**src/rtl/vec_unit_arbiter.sv**
```systemverilog
// Round-robin arbiter that lends one chunked vector unit to NumReq requester FIFOs,
// one whole vector per grant, sequencing chunk pops, ROM chunk address and result pushes.
module vec_unit_arbiter #(
  parameter int NumReq      = 2,
  parameter int InVecLength = 16,
  parameter int WorkingRegs = 4,
  localparam int ChunksPerVec = InVecLength / WorkingRegs,
  localparam int SelW         = $clog2(NumReq),
  localparam int IdxW         = (ChunksPerVec > 1) ? $clog2(ChunksPerVec) : 1
) (
  input  logic              clk_in,
  input  logic              rst_in,
  input  logic [NumReq-1:0] vec_ready_in,
  input  logic              out_afull_in,
  output logic [NumReq-1:0] grant_out,
  output logic [SelW-1:0]   src_sel_out,
  output logic              chunk_rd_out,
  output logic [IdxW-1:0]   chunk_idx_out,
  output logic              chunk_wr_out,
  output logic              vec_done_out,
  output logic              busy_out
);

  typedef enum logic [1:0] {
    IDLE  = 2'd0,
    RUN   = 2'd1,
    DRAIN = 2'd2
  } state_e;

  localparam logic [SelW-1:0] LastReset = SelW'(NumReq - 1);
  localparam logic [IdxW-1:0] LastChunk = IdxW'(ChunksPerVec - 1);

  state_e              state_q, state_d;
  logic [NumReq-1:0]   grant_q, grant_d;
  logic [SelW-1:0]     sel_q, sel_d;
  logic [SelW-1:0]     last_q, last_d;
  logic [IdxW-1:0]     cnt_q, cnt_d;
  logic                wr_q, wr_d;
  logic                chunk_rd;
  logic [SelW-1:0]     pick;

  // First requesting index after last_grant, wrapping modulo NumReq.
  function automatic logic [SelW-1:0] rr_pick(input logic [NumReq-1:0] req,
                                              input logic [SelW-1:0]   last);
    int cand;
    rr_pick = '0;
    for (int k = NumReq; k >= 1; k--) begin
      cand = int'(last) + k;
      if (cand >= NumReq) cand = cand - NumReq;
      if (req[cand]) rr_pick = SelW'(cand);
    end
  endfunction

  always_comb begin
    pick = rr_pick(vec_ready_in, last_q);
  end

  always_comb begin
    state_d  = state_q;
    grant_d  = grant_q;
    sel_d    = sel_q;
    last_d   = last_q;
    cnt_d    = cnt_q;
    chunk_rd = 1'b0;
    case (state_q)
      IDLE: begin
        if (|vec_ready_in) begin
          grant_d       = '0;
          grant_d[pick] = 1'b1;
          sel_d         = pick;
          last_d        = pick;
          state_d       = RUN;
        end
      end
      RUN: begin
        // The granted requester's ready is ignored here: it drops as its FIFO drains.
        chunk_rd = !out_afull_in;
        if (chunk_rd) begin
          if (cnt_q == LastChunk) begin
            cnt_d   = '0;
            state_d = DRAIN;
          end else begin
            cnt_d = cnt_q + IdxW'(1);
          end
        end
      end
      DRAIN: begin
        grant_d = '0;
        sel_d   = '0;
        state_d = IDLE;
      end
      default: begin
        state_d = IDLE;
      end
    endcase
    // FIFO and ROM both answer one cycle after the pop, so the push trails by one.
    wr_d = chunk_rd;
  end

  always_ff @(posedge clk_in or negedge rst_in) begin
    if (!rst_in) begin
      state_q <= IDLE;
      grant_q <= '0;
      sel_q   <= '0;
      last_q  <= LastReset;
      cnt_q   <= '0;
      wr_q    <= 1'b0;
    end else begin
      state_q <= state_d;
      grant_q <= grant_d;
      sel_q   <= sel_d;
      last_q  <= last_d;
      cnt_q   <= cnt_d;
      wr_q    <= wr_d;
    end
  end

  assign grant_out     = grant_q;
  assign src_sel_out   = sel_q;
  assign chunk_rd_out  = chunk_rd;
  assign chunk_idx_out = cnt_q;
  assign chunk_wr_out  = wr_q;
  assign vec_done_out  = (state_q == DRAIN);
  assign busy_out      = (state_q != IDLE);

  a_grant_onehot: assert property (@(posedge clk_in) disable iff (!rst_in)
    $onehot0(grant_q));
  a_rd_only_in_run: assert property (@(posedge clk_in) disable iff (!rst_in)
    chunk_rd |-> (state_q == RUN));
  a_grant_while_busy: assert property (@(posedge clk_in) disable iff (!rst_in)
    (state_q != IDLE) |-> (grant_q != '0));

endmodule

```
**config.mk**
```make
export PLATFORM = sky130hd
export DESIGN_NAME = vec_unit_arbiter
export DESIGN_NICKNAME = d
export VERILOG_FILES = /design/src/rtl/vec_unit_arbiter.sv
export SDC_FILE = /design/constraint.sdc
export NUM_CORES = 1
export LEC_CHECK = 0
export BUFFER_PORTS_ARGS = -buffer_cell sky130_fd_sc_hd__buf_2
export CORE_AREA = 2 2 39 41
export DETAILED_ROUTE_END_ITERATION = 8
export DIE_AREA = 0 0 41 43
export PLACE_DENSITY_LB_ADDON = 0.1
export SYNTH_ARGS = -nofsm -noshare
export SYNTH_HDL_FRONTEND = slang
export SYNTH_SLANG_ARGS = --single-unit
```
**constraint.sdc**
```tcl
create_clock -name clk_in -period 1.33 [get_ports clk_in]
set_input_delay 0.0665 -clock clk_in [delete_from_list [all_inputs] [get_ports clk_in]]
set_output_delay 0.0665 -clock clk_in [all_outputs]
set_load 0.05 [all_outputs]
```
Word level (Yosys, flattened, before mapping)
Cells that the tools add are included.
{ "totals": {"regBits": 9, "wordCells": 56, "inputBits": 5} }
{ "op_classes": {"n_eq_ne": 6, "addsub": 5, "reduce_logical": 10, "bitwise": 1, "order_cmp": 6, "n_mux": 22} }
{ "ops": {"columns": ["cell", "count"], "rows": [
  ["$lt A32 B3 Y1 const B", 2],
  ["$mux W32", 2],
  ["$mux W1", 11],
  ["$mux W2", 5],
  ["$pmux W2 S2", 2],
  ["$ne A2 B2 Y1 const B", 3],
  ["$reduce_and A2 Y1", 3],
  ["$eq A2 B2 Y1 const B", 2],
  ["$reduce_bool A2 Y1", 2],
  ["$sub A3 B2 Y4 const B", 1],
  ["$add A1 B2 Y3 const B", 1],
  ["$ge A3 B2 Y1 const B", 1],
  ["$reduce_and A3 Y1", 1],
  ["$sub A2 B2 Y3 const B", 1],
  ["$add A1 B1 Y2 const B", 1],
  ["$add A2 B1 Y2 const B", 1],
  ["$eq A2 B1 Y1 const B", 1],
  ["$ge A2 B2 Y1 const B", 1],
  ["$logic_not A2 Y1", 1],
  ["$lt A1 B2 Y1 const B", 1],
  ["$pmux W1 S2", 1],
  ["$reduce_or A2 Y1", 1],
  ["$demux W1 S1", 1],
  ["$ge A1 B1 Y1 const B", 1],
  ["3 further kinds", 3]
]} }

Logic depth before layout (Yosys ltp)
Gate-level depths: netlist of run 1.
{ "logic_depth": {"ltp_word": 14, "ltp_mapped": 3, "depth_no_buf": 3} }

Worst setup path after synthesis of run 1
No wires, ideal clock.
{ "synth_path": {"path_type": "flip-flop to flip-flop", "startpoint": "register state_q[1]", "endpoint": "register cnt_q[0] (netlist: chunk_idx_out[0])", "path_stages_with_launch": 3, "t_required_ps": 1205, "path_slack_ps": -195, "period_less_slack_ps": 1525, "arrival_ps": 1400, "cell_sequence": "dfrtp_1 > nor3b_4 > mux2_2"} }
{ "synth_between": {"elab_chain_len": 2} }
{ "synth_rtl": {"columns": ["item", "line", "text"], "rows": [
  ["start, declared", "33", "state_e state_q, state_d;"],
  ["start signal, assigned", "109", "state_q <= state_d;"],
  ["$eq A2 B1 Y1", "65", "case (state_q)"],
  ["$reduce_and A2 Y1 (no line)", null, null],
  ["end signal, assigned", "113", "cnt_q <= cnt_d;"],
  ["end, declared", "37", "logic [IdxW-1:0] cnt_q, cnt_d;"]
]} }
No other way between the ends.
A chain may end at the register's enable or synchronous reset.

Worst setup path in the final report of run 1
Ends and elaborated chain as after synthesis.

==> metrics.csv, run 1 <==
metric,value,unit
outcome,finished clean,
first-pass GRT wire length,1.14,mm
sequential share of the synthesized area,0.546,
Synth-to-Final Area Change,37.3,%
flop-to-flop setup slack,0.07,ns
routed len/inst,11.7,microns
maximum clock rate,795,MHz
leakage power,0.252,nW
routed vias/inst,4.55,
Post-synth EDFFs,0,
vias after detailed routing,300,
Die Span Y,43,microns
Post-Syn Instances,32,
Worst path slowest cell,dfrtp_1,
YS warnings,0,
RSZ-0062 raised after global routing,false,
cell area after synthesis,369,sq um
vias in the first global route,276,
critical path type,reg -> reg,
final setup margin,0.0723,ns
Worst Max-Slew Pin Slew,0.250,ns
crit path cell chain,"nor3b_4, buf_4, mux2_4",
CTS max path bufs,2,
Reg2Reg Launch Point,state_q[1],
Global Route Usage Sum,0.105,
initial antenna violation count,0,
Sw Share,0.492,
Die Footprint,1760,sq um
Post-synth top cells,"7 x dfrtp_1, 4 x nor2_1, 2 x inv_1, 2 x mux2_2, 2 x nand2_1",
Synth top area share,0.475,
pre-CTS WS,0.127,ns
dpl cell area,454,sq um
WP data required,1.47,ns
"Avg Cell Area, Syn",11.5,sq um
"Top FF cell, synth",dfrtp_1,
pwr dens,2850,nW/um^2
Die W,41,microns
worst reg2reg endpoint,chunk_idx_out[0],
Routability Congestion,0.665,
max incr delay on CP,0.46,ns
Critical Path AT,1.40,ns
Synth cell types,20,
synth top area cells,"dfrtp_1 47%, dfstp_2 7.1%, mux2_2 6.1%",
combinational group share of total power,0.543,
TritonCTS Buffers,3,
clock sinks,8,
Starting Density,0.267,
routed wire length,770,microns
total gr overflow,0,
HP Class,in -> reg,
share of layout cells above drive strength 1,0.480,
worst-path fanout max,6,
clock group share of total power,0.141,
Iter 0 DRT Violations,5,
startpoint types,flop,
antenna cells,0,
"Slew Viols, Final",0,
placed insts,60,
filler instances,147,
worst setup path endpoint,chunk_idx_out[0],
DP HPWL,567,microns
"FFs w/ async S/R, synth",1.00,
"area leader, netlist",dfrtp_1,
"Setup violations, final",0,
switching power of the nets,0.711,mW
skew final,0.00353,ns
drt drc,0,
"Clk Latency, worst-skew pair",0.26,ns
Detail Route Antenna Nets,0,
# IOs,14,
max cap viols,0,
H-Tree Depth,1,
crit path launch,state_q[1],
post-route insts no fill,66,
internal power,0.735,mW
part of the power in registers,0.316,
Rel. slew slack,0.832,
CORE AREA,1380,sq um
maximum vdd ir drop,1200,uV
TritonCTS clock tree,done,
reg2reg path depth,3,
row count,14,
most common cell in the netlist,dfrtp_1,
largest net degree at the start of global routing,10,
synthesized flop and latch total,8,
root buf cell,clkbuf_4,
Tmin final,1.26,ns
Final period util,0.946,
Worst-path clk slew,0.06,ns
Port Buffers,13,
Post-Syn Nets,38,
Final Cell Area,507,sq um
Worst setup EP type,flop,
TritonRoute pass-1 iters,4,
fin nets,57,
Fin. Hold Viols,0,
power by group through the flow:
stage / Clock, mW / Sequential, mW / Combinational (mW)
after floorplan: 0 / 0.678 / 0.395
after global placement: 0 / 0.453 / 0.756
after detailed placement: 0 / 0.457 / 0.767
after CTS: 0.220 / 0.453 / 0.791
after global routing: 0.231 / 0.476 / 0.833
final: 0.204 / 0.457 / 0.785
through the flow:
step | setup TNS [ns] | power [mW] | hold slack (ns) | utilization
final | 0 | 1.45 | 0.0258 | 0.366
after global routing | 0 | 1.54 | 0.0132 | 0.366
after CTS | 0 | 1.46 | 0.0135 | 0.363
after detailed placement | 0 | 1.22 | -0.0759 | 0.328
after global placement | 0 | 1.21 | -0.0861 | 0.328
after floorplan | -0.315 | 1.07 | -0.229 | -
critical path: cells and delay by family, from the launching register on:
kind / cells / cell delay, ns
flip-flops: 1 / 0.46
multiplexers: 1 / 0.29
AND/OR/NAND/NOR: 1 / 0.23
buffers and inverters: 1 / 0.16
state kept, by name, summed over array words and instances (netlist names):
name,flops
chunk_idx_out,2
grant_out,2
state_q,2
chunk_wr_out,1
last_q,1
placed cells by master, fill, tap and decap left out, types with 2 or more instances in the layout:
cell,instances
buf_2,11
nor2_1,3
clkbuf_4,3
nand2_1,2
mux2_4,2
inv_1,2
dfrtp_1,6
buf_4,3
timing repair:
item	4_1_cts	5_1_grt
pin swaps	0	0
gates resized for setup	2	2
endpoints found under the hold margin	8	0
hold buffers	1	0
endpoints found under the setup margin	2	4
setup buffers	1	0
layout make-up:
| cell class | instances | area (sq um) | area share |
|---|---|---|---|
| Sequential cell | 8 | 203 | 0.400 |
| Multi-Input combinational cell | 21 | 163 | 0.321 |
| Timing Repair Buffer | 15 | 87.6 | 0.173 |
| Clock buffer | 4 | 26.3 | 0.0519 |
| Tap cell | 16 | 20.0 | 0.0395 |
| Inverter | 2 | 7.51 | 0.0148 |
logic make-up (layout without fill, tap and decap cells):
group | after synthesis | after routing | synth area share
simple gates | 14 | 14 | 0.251
flops | 8 | 8 | 0.546
compound gates | 4 | 4 | 0.0678
buf+inv | 3 | 21 | 0.0407
mux | 2 | 2 | 0.0610
fa+ha+maj | 1 | 1 | 0.0339
how the worst min path moves through the flow:
stage	slack [ns]	to	depth (start not counted)	from
3_3_place_gp	-0.09	grant_out[0]	1	rst_in
4_1_cts	0.01	state_q[1]	2	out_afull_in
3_5_place_dp	-0.08	grant_out[0]	1	rst_in
5_1_grt	0.01	state_q[1]	2	out_afull_in
2_1_floorplan	-0.23	chunk_idx_out[0]	0	rst_in
6_report	0.03	last_q	2	vec_ready_in[0]
routing by layer:
metal,vias up,part of all wire,global-route usage
met4,0,0,0.100
met5,-,0,0
met3,0,0.074,0.0471
li1,147,-,-
met2,12,0.48,0.138
met1,141,0.44,0.119
No activity file was read; power rests on OpenSTA's default activity.
==> run 2: changes to the inputs <==
- ABC_AREA: unset -> 1
==> run 2 against run 1 <==
  * Sequential power is 7.2% lower
  * Utilization is 1.8 points lower
  * Largest power group unchanged
  * Via count is 2.7% higher
  * Fmax is 2.1% higher
  * Largest cell class unchanged
  * Synthesized cell count is 38% higher
  * Die area stayed put
==> metrics.csv, run 2 <==
metric,value,unit,change
"Slew Viols, Final",0,,unchanged
critical path type,reg -> out,,was reg -> reg
Post-Syn Instances,44,,was 32
Post-synth top cells,"15 x nand2_1, 7 x dfrtp_1, 7 x inv_1",,"was 7 x dfrtp_1, 4 x nor2_1, 2 x inv_1, 2 x mux2_2, 2 x nand2_1"
Worst setup EP type,primary output,,was flop
dpl cell area,443,sq um,was 454 sq um
Detail Route Antenna Nets,0,,unchanged
routed len/inst,8.75,microns,was 11.7 microns
"FFs w/ async S/R, synth",1.00,,unchanged
Iter 0 DRT Violations,3,,was 5
TritonCTS clock tree,done,,unchanged
antenna cells,0,,unchanged
CTS max path bufs,2,,unchanged
fin nets,68,,was 57
Synth cell types,14,,was 20
WP data required,1.26,ns,was 1.47 ns
switching power of the nets,0.728,mW,was 0.711 mW
Post-Syn Nets,50,,was 38
"commonest cells after routing, fill and taps aside","15 x nand2_1, 12 x buf_2, 7 x inv_1, 7 x dfrtp_1, 4 x nand3_1",,"was 11 x buf_2, 6 x dfrtp_1, 3 x nor2_1, 3 x clkbuf_4, 3 x buf_4"
vias in the first global route,292,,was 276
Die Footprint,1760,sq um,unchanged
HP Class,in -> reg,,unchanged
synth top area cells,"dfrtp_1 48%, nand2_1 15%, dfstp_2 7.2%",,"was dfrtp_1 47%, dfstp_2 7.1%, mux2_2 6.1%"
Rel. slew slack,0.835,,was 0.832
startpoint types,flop,,unchanged
TritonCTS Buffers,3,,unchanged
RSZ-0062 raised after global routing,false,,unchanged
Tmin final,1.23,ns,was 1.26 ns
reg2reg path depth,4,,was 3
Setup Buffers After CTS,0,,was 1
part of the power in registers,0.308,,was 0.316
most common cell in the netlist,nand2_1,,was dfrtp_1
"Top FF cell, synth",dfrtp_1,,unchanged
Worst-path clk slew,0.05,ns,was 0.06 ns
Final Cell Area,482,sq um,was 507 sq um
share of layout cells above drive strength 1,0.328,,was 0.480
vias after detailed routing,308,,was 300
worst-path fanout max,4,,was 6
"Clk Latency, worst-skew pair",0.25,ns,was 0.26 ns
outcome,finished clean,,unchanged
row count,14,,unchanged
Global Route Usage Sum,0.101,,was 0.105
sequential share of the synthesized area,0.551,,was 0.546
Post-synth EDFFs,0,,unchanged
Hold Path Stages,2,,unchanged
clock group share of total power,0.144,,was 0.141
"area leader, netlist",dfrtp_1,,unchanged
# IOs,14,,unchanged
cell area after synthesis,365,sq um,was 369 sq um
"Avg Cell Area, Syn",8.30,sq um,was 11.5 sq um
Synth top area share,0.479,,was 0.475
H-Tree Depth,1,,unchanged
total gr overflow,0,,unchanged
clock sinks,8,,unchanged
initial antenna violation count,0,,unchanged
routed vias/inst,4.00,,was 4.55
Die Span Y,43,microns,unchanged
drt drc,0,,unchanged
first-pass GRT wire length,1.14,mm,unchanged
DP HPWL,525,microns,was 567 microns
filler instances,151,,was 147
maximum clock rate,812,MHz,was 795 MHz
"Setup violations, final",0,,unchanged
skew final,0.00804,ns,was 0.00353 ns
"commonest non-fill, non-tap cell in the layout",nand2_1,,was buf_2
maximum vdd ir drop,1280,uV,was 1200 uV
Final period util,0.926,,was 0.946
CORE AREA,1380,sq um,unchanged
pwr dens,2860,nW/um^2,was 2850 nW/um^2
max cap viols,0,,unchanged
Sw Share,0.528,,was 0.492
internal power,0.651,mW,was 0.735 mW
Worst Max-Slew Pin Slew,0.250,ns,about the same
Starting Density,0.264,,was 0.267
Die W,41,microns,unchanged
Fin. Hold Viols,0,,unchanged
combinational group share of total power,0.548,,was 0.543
Port Buffers,13,,unchanged
root buf cell,clkbuf_4,,unchanged
Critical Path AT,1.17,ns,was 1.40 ns
routed wire length,674,microns,was 770 microns
synthesized flop and latch total,8,,unchanged
Synth-to-Final Area Change,31.8,%,was 37.3%
leakage power,0.286,nW,was 0.252 nW
YS warnings,0,,unchanged
largest net degree at the start of global routing,9,,was 10
Routability Congestion,0.705,,was 0.665
TritonRoute pass-1 iters,4,,unchanged
setup TNS,0,ns,unchanged
-- run 2: final timing paths --
path	start	to	slack (ns)
min	out_afull_in	state_q[1]	0.006
min reg2reg	last_q	last_q	0.46
max	state_q[1]	chunk_rd_out	0.1
min in group asynchronous	rst_in	state_q[0]	0.19
max in group asynchronous	rst_in	last_q	0.89
max reg2reg	state_q[0]	grant_out[1]	0.37
-- run 2: cells by family after synthesis --
kind of cell    after synthesis  synth area share
flops                         8             0.551
simple gates                 25             0.298
buf+inv                       9             0.103
compound gates                1            0.0137
fa+ha+maj                     1            0.0342
-- run 2: timing repair --
item | CTS | global route
hold buffers | 1 | 0
resized for setup | 0 | 2
setup endpoints to repair | 0 | 1
endpoints found under the hold margin | 8 | 0
-- run 2: through the flow --
step	total power, mW	util	setup slack, ns	cells	hold WS (ns)
finish	1.38	0.348	0.0982	77	0.00588
floorplan	1.04	-	0.146	44	-0.229
detailed placement	1.18	0.320	0.303	72	-0.0815
global route	1.48	0.348	0.0208	77	0.00688
CTS	1.39	0.346	0.0325	77	0.00427
global placement	1.19	0.320	0.324	72	-0.0736
-- run 2: final cells by class --
class                           count  area, sq um  area share
Tap cell                           16         20.0      0.0416
Timing Repair Buffer               14         77.6       0.161
Inverter                            8         30.0      0.0623
Sequential cell                     8          201       0.418
Clock buffer                        4         26.3      0.0545
Multi-Input combinational cell     27          126       0.262
-- run 2: power by group through the flow --
| stage | combinational [mW] | clock, mW | sequential (mW) |
|---|---|---|---|
| global placement | 0.758 | 0 | 0.433 |
| detailed placement | 0.755 | 0 | 0.430 |
| finish | 0.756 | 0.198 | 0.424 |
| floorplan | 0.371 | 0 | 0.665 |
| CTS | 0.759 | 0.209 | 0.426 |
| global route | 0.822 | 0.223 | 0.439 |
-- run 2: routing by layer --
layer / track usage / share of wire / vias up
met4: 0.100 / 0.015 / 0
met2: 0.131 / 0.46 / 5
met5: 0 / 0 / -
met3: 0.0157 / 0.055 / 2
li1: - / - / 169
met1: 0.130 / 0.47 / 132
-- run 2: critical path, cell delays in order (launching register included) --
cell and delay, ns:
dfrtp_1 0.39, inv_1 0.08, nand3b_1 0.14, inv_2 0.11, buf_4 0.20
==> run 3: changes to the inputs <==
- REMOVE_ABC_BUFFERS: unset -> 1
- clock period: 1.33 -> 1.1 ns (I/O delays scaled with it)
==> run 3 against run 2 <==
  * The run now ends with setup timing left
  * Non-clock buffer count grew 4
  * Wire length grew 16%
  * Sequential share of layout area shrank 5.1 points
  * Die area is the same
  * Clock skew grew 0.0036 ns
  * Combinational power grew 40%
  * Via count grew 13%
  * First-iteration DRC count shrank 33%
  * Sequential cell count is the same
==> metrics.csv, run 3 (synthesis results as in run 2) <==
metric,value,unit,change
"commonest non-fill, non-tap cell in the layout",nand2_1,,unchanged
TritonCTS clock tree,done,,unchanged
first-pass GRT wire length,1.19,mm,was 1.14 mm
DP HPWL,549,microns,was 525 microns
"Slew Viols, Final",0,,unchanged
"commonest cells after routing, fill and taps aside","13 x nand2_1, 10 x buf_2, 7 x dfrtp_1, 5 x inv_1, 4 x nand3_1",,"was 15 x nand2_1, 12 x buf_2, 7 x inv_1, 7 x dfrtp_1, 4 x nand3_1"
RSZ-0062 raised after global routing,true,,was false
initial antenna violation count,0,,unchanged
routed len/inst,9.67,microns,was 8.75 microns
Starting Density,0.264,,unchanged
row count,14,,unchanged
vias after detailed routing,349,,was 308
Critical Path AT,1.11,ns,was 1.17 ns
Worst setup EP type,primary output,,unchanged
max cap viols,0,,unchanged
Tmin final,1.16,ns,
Fin. Hold Viols,0,,unchanged
leakage power,0.313,nW,was 0.286 nW
Die Span Y,43,microns,unchanged
Die W,41,microns,unchanged
TritonCTS Buffers,3,,unchanged
antenna cells,0,,unchanged
fin nets,72,,was 68
WP data required,1.04,ns,was 1.26 ns
failing checks,setup timing,,
Hold Path Stages,3,,was 2
Sw Share,0.512,,was 0.528
grt met1 use,0.110,,was 0.130
final setup margin,-0.0636,ns,was 0.0982 ns
GR peak layer,met2,,unchanged
worst reg2reg endpoint,chunk_idx_out[0],,was grant_out[1]
Synth-to-Final Area Change,50.0,%,was 31.8%
maximum vdd ir drop,1480,uV,was 1280 uV
vias in the first global route,313,,was 292
Iter 0 DRT Violations,2,,was 3
Rel. slew slack,0.835,,about the same
HP Class,in -> reg,,unchanged
H-Tree Depth,1,,unchanged
worst hold endpoint,last_q,,was state_q[1]
internal power,0.894,mW,was 0.651 mW
M3 GR Usage,0.0471,,was 0.0157
worst-path fanout max,3,,was 4
root buf cell,clkbuf_4,,unchanged
TritonRoute pass-1 iters,4,,unchanged
startpoint types,flop,,unchanged
Die Footprint,1760,sq um,unchanged
# IOs,14,,unchanged
"Clk Latency, worst-skew pair",0.26,ns,was 0.25 ns
reg2reg path depth,7,,was 4
combinational group share of total power,0.580,,was 0.548
clock group share of total power,0.131,,was 0.144
Routability Congestion,0.669,,was 0.705
routed wire length,783,microns,was 674 microns
Worst Max-Slew Pin Slew,0.249,ns,was 0.250 ns
outcome,"finished, violations left",,was finished clean
hold_sp,vec_ready_in[1],,was out_afull_in
flop-to-flop setup slack,0.01,ns,was 0.37 ns
Tot Pwr,1.83,mW,was 1.38 mW
total gr overflow,0,,unchanged
"Setup violations, final",3,,was 0
part of the power in registers,0.289,,was 0.308
Port Buffers,13,,unchanged
critical path type,reg -> out,,unchanged
pwr dens,3340,nW/um^2,was 2860 nW/um^2
clock sinks,8,,unchanged
skew final,0.0116,ns,was 0.00804 ns
switching power of the nets,0.938,mW,was 0.728 mW
routed vias/inst,4.31,,was 4.00
Worst-path clk slew,0.06,ns,was 0.05 ns
CTS max path bufs,2,,unchanged
drt drc,0,,unchanged
pre-CTS WS,0.0810,ns,was 0.303 ns
share of layout cells above drive strength 1,0.415,,was 0.328
maximum clock rate,859,MHz,
largest net degree at the start of global routing,9,,unchanged
CORE AREA,1380,sq um,unchanged
GR Util met2,0.163,,was 0.131
Detail Route Antenna Nets,0,,unchanged
Final period util,1.06,,
Global Route Usage Sum,0.111,,was 0.101
Reg2Reg Launch Point,state_q[1],,was state_q[0]
==> run 3: changes by cell type in the layout (fill, tap and decap cells not counted), sizes merged <==
cell         before  now
buf              13   16
dlygate4sd3       1    2
==> run 3: routing by layer <==
metal / share of wire / wire, microns
met5: 0 / 0
met4: 0.013 / 10
met3: 0.072 / 56
met2: 0.49 / 384
met1: 0.42 / 331
==> run 3: area by class of cell <==
| type | instances | area, sq um |
|---|---|---|
| Clock buffer | 4 | 26.3 |
| Fill cell | 145 | 836 |
| Inverter | 8 | 30.0 |
| Multi-Input combinational cell | 27 | 136 |
| Sequential cell | 8 | 201 |
| Tap cell | 16 | 20.0 |
| Timing Repair Buffer | 18 | 134 |
==> run 3: power by group through the flow <==
stage	clock network (mW)	logic (mW)	registers, mW
after floorplan	0	0.359	0.867
after global placement	0	0.918	0.526
after detailed placement	0	0.904	0.527
after CTS	0.250	1.01	0.529
after global routing	0.273	1.15	0.550
final	0.240	1.06	0.529
==> run 3: worst max-delay path by stage <==
stage / slack (ns) / to / startpoint
after global routing: -0.12 / chunk_rd_out / state_q[1]
final: -0.06 / chunk_rd_out / state_q[1]
after global placement: 0.10 / chunk_rd_out / state_q[1]
after detailed placement: 0.08 / chunk_rd_out / state_q[1]
after floorplan: -0.09 / grant_out[1] / grant_out[1]
after CTS: -0.09 / chunk_rd_out / state_q[1]
==> run 3: repair_timing <==
| action | CTS | global route |
|---|---|---|
| resized for setup | 9 | 4 |
| hold buffers | 2 | 0 |
| buffers inserted | 2 | 1 |
| endpoints found under the hold margin | 9 | 0 |
| endpoints found under the setup margin | 3 | 3 |
==> run 3: worst max-delay path, cell delays in order, from the launching register on <==
cell and delay (ns):
dfrtp_1 0.42, inv_2 0.07, nand3b_1 0.12, inv_2 0.10, buf_8 0.14
==> run 3: per-stage QoR <==
stage	std cells	setup TNS, ns	hold slack, ns	cell area, sq um	util
2_1_floorplan	43	-0.367	-0.241	358	-
3_3_place_gp	72	0	-0.0835	443	0.320
3_5_place_dp	72	0	-0.0899	443	0.320
4_1_cts	80	-0.138	0.0613	532	0.384
5_1_grt	81	-0.375	0.0749	548	0.396
6_report	81	-0.0991	0.0729	548	0.396
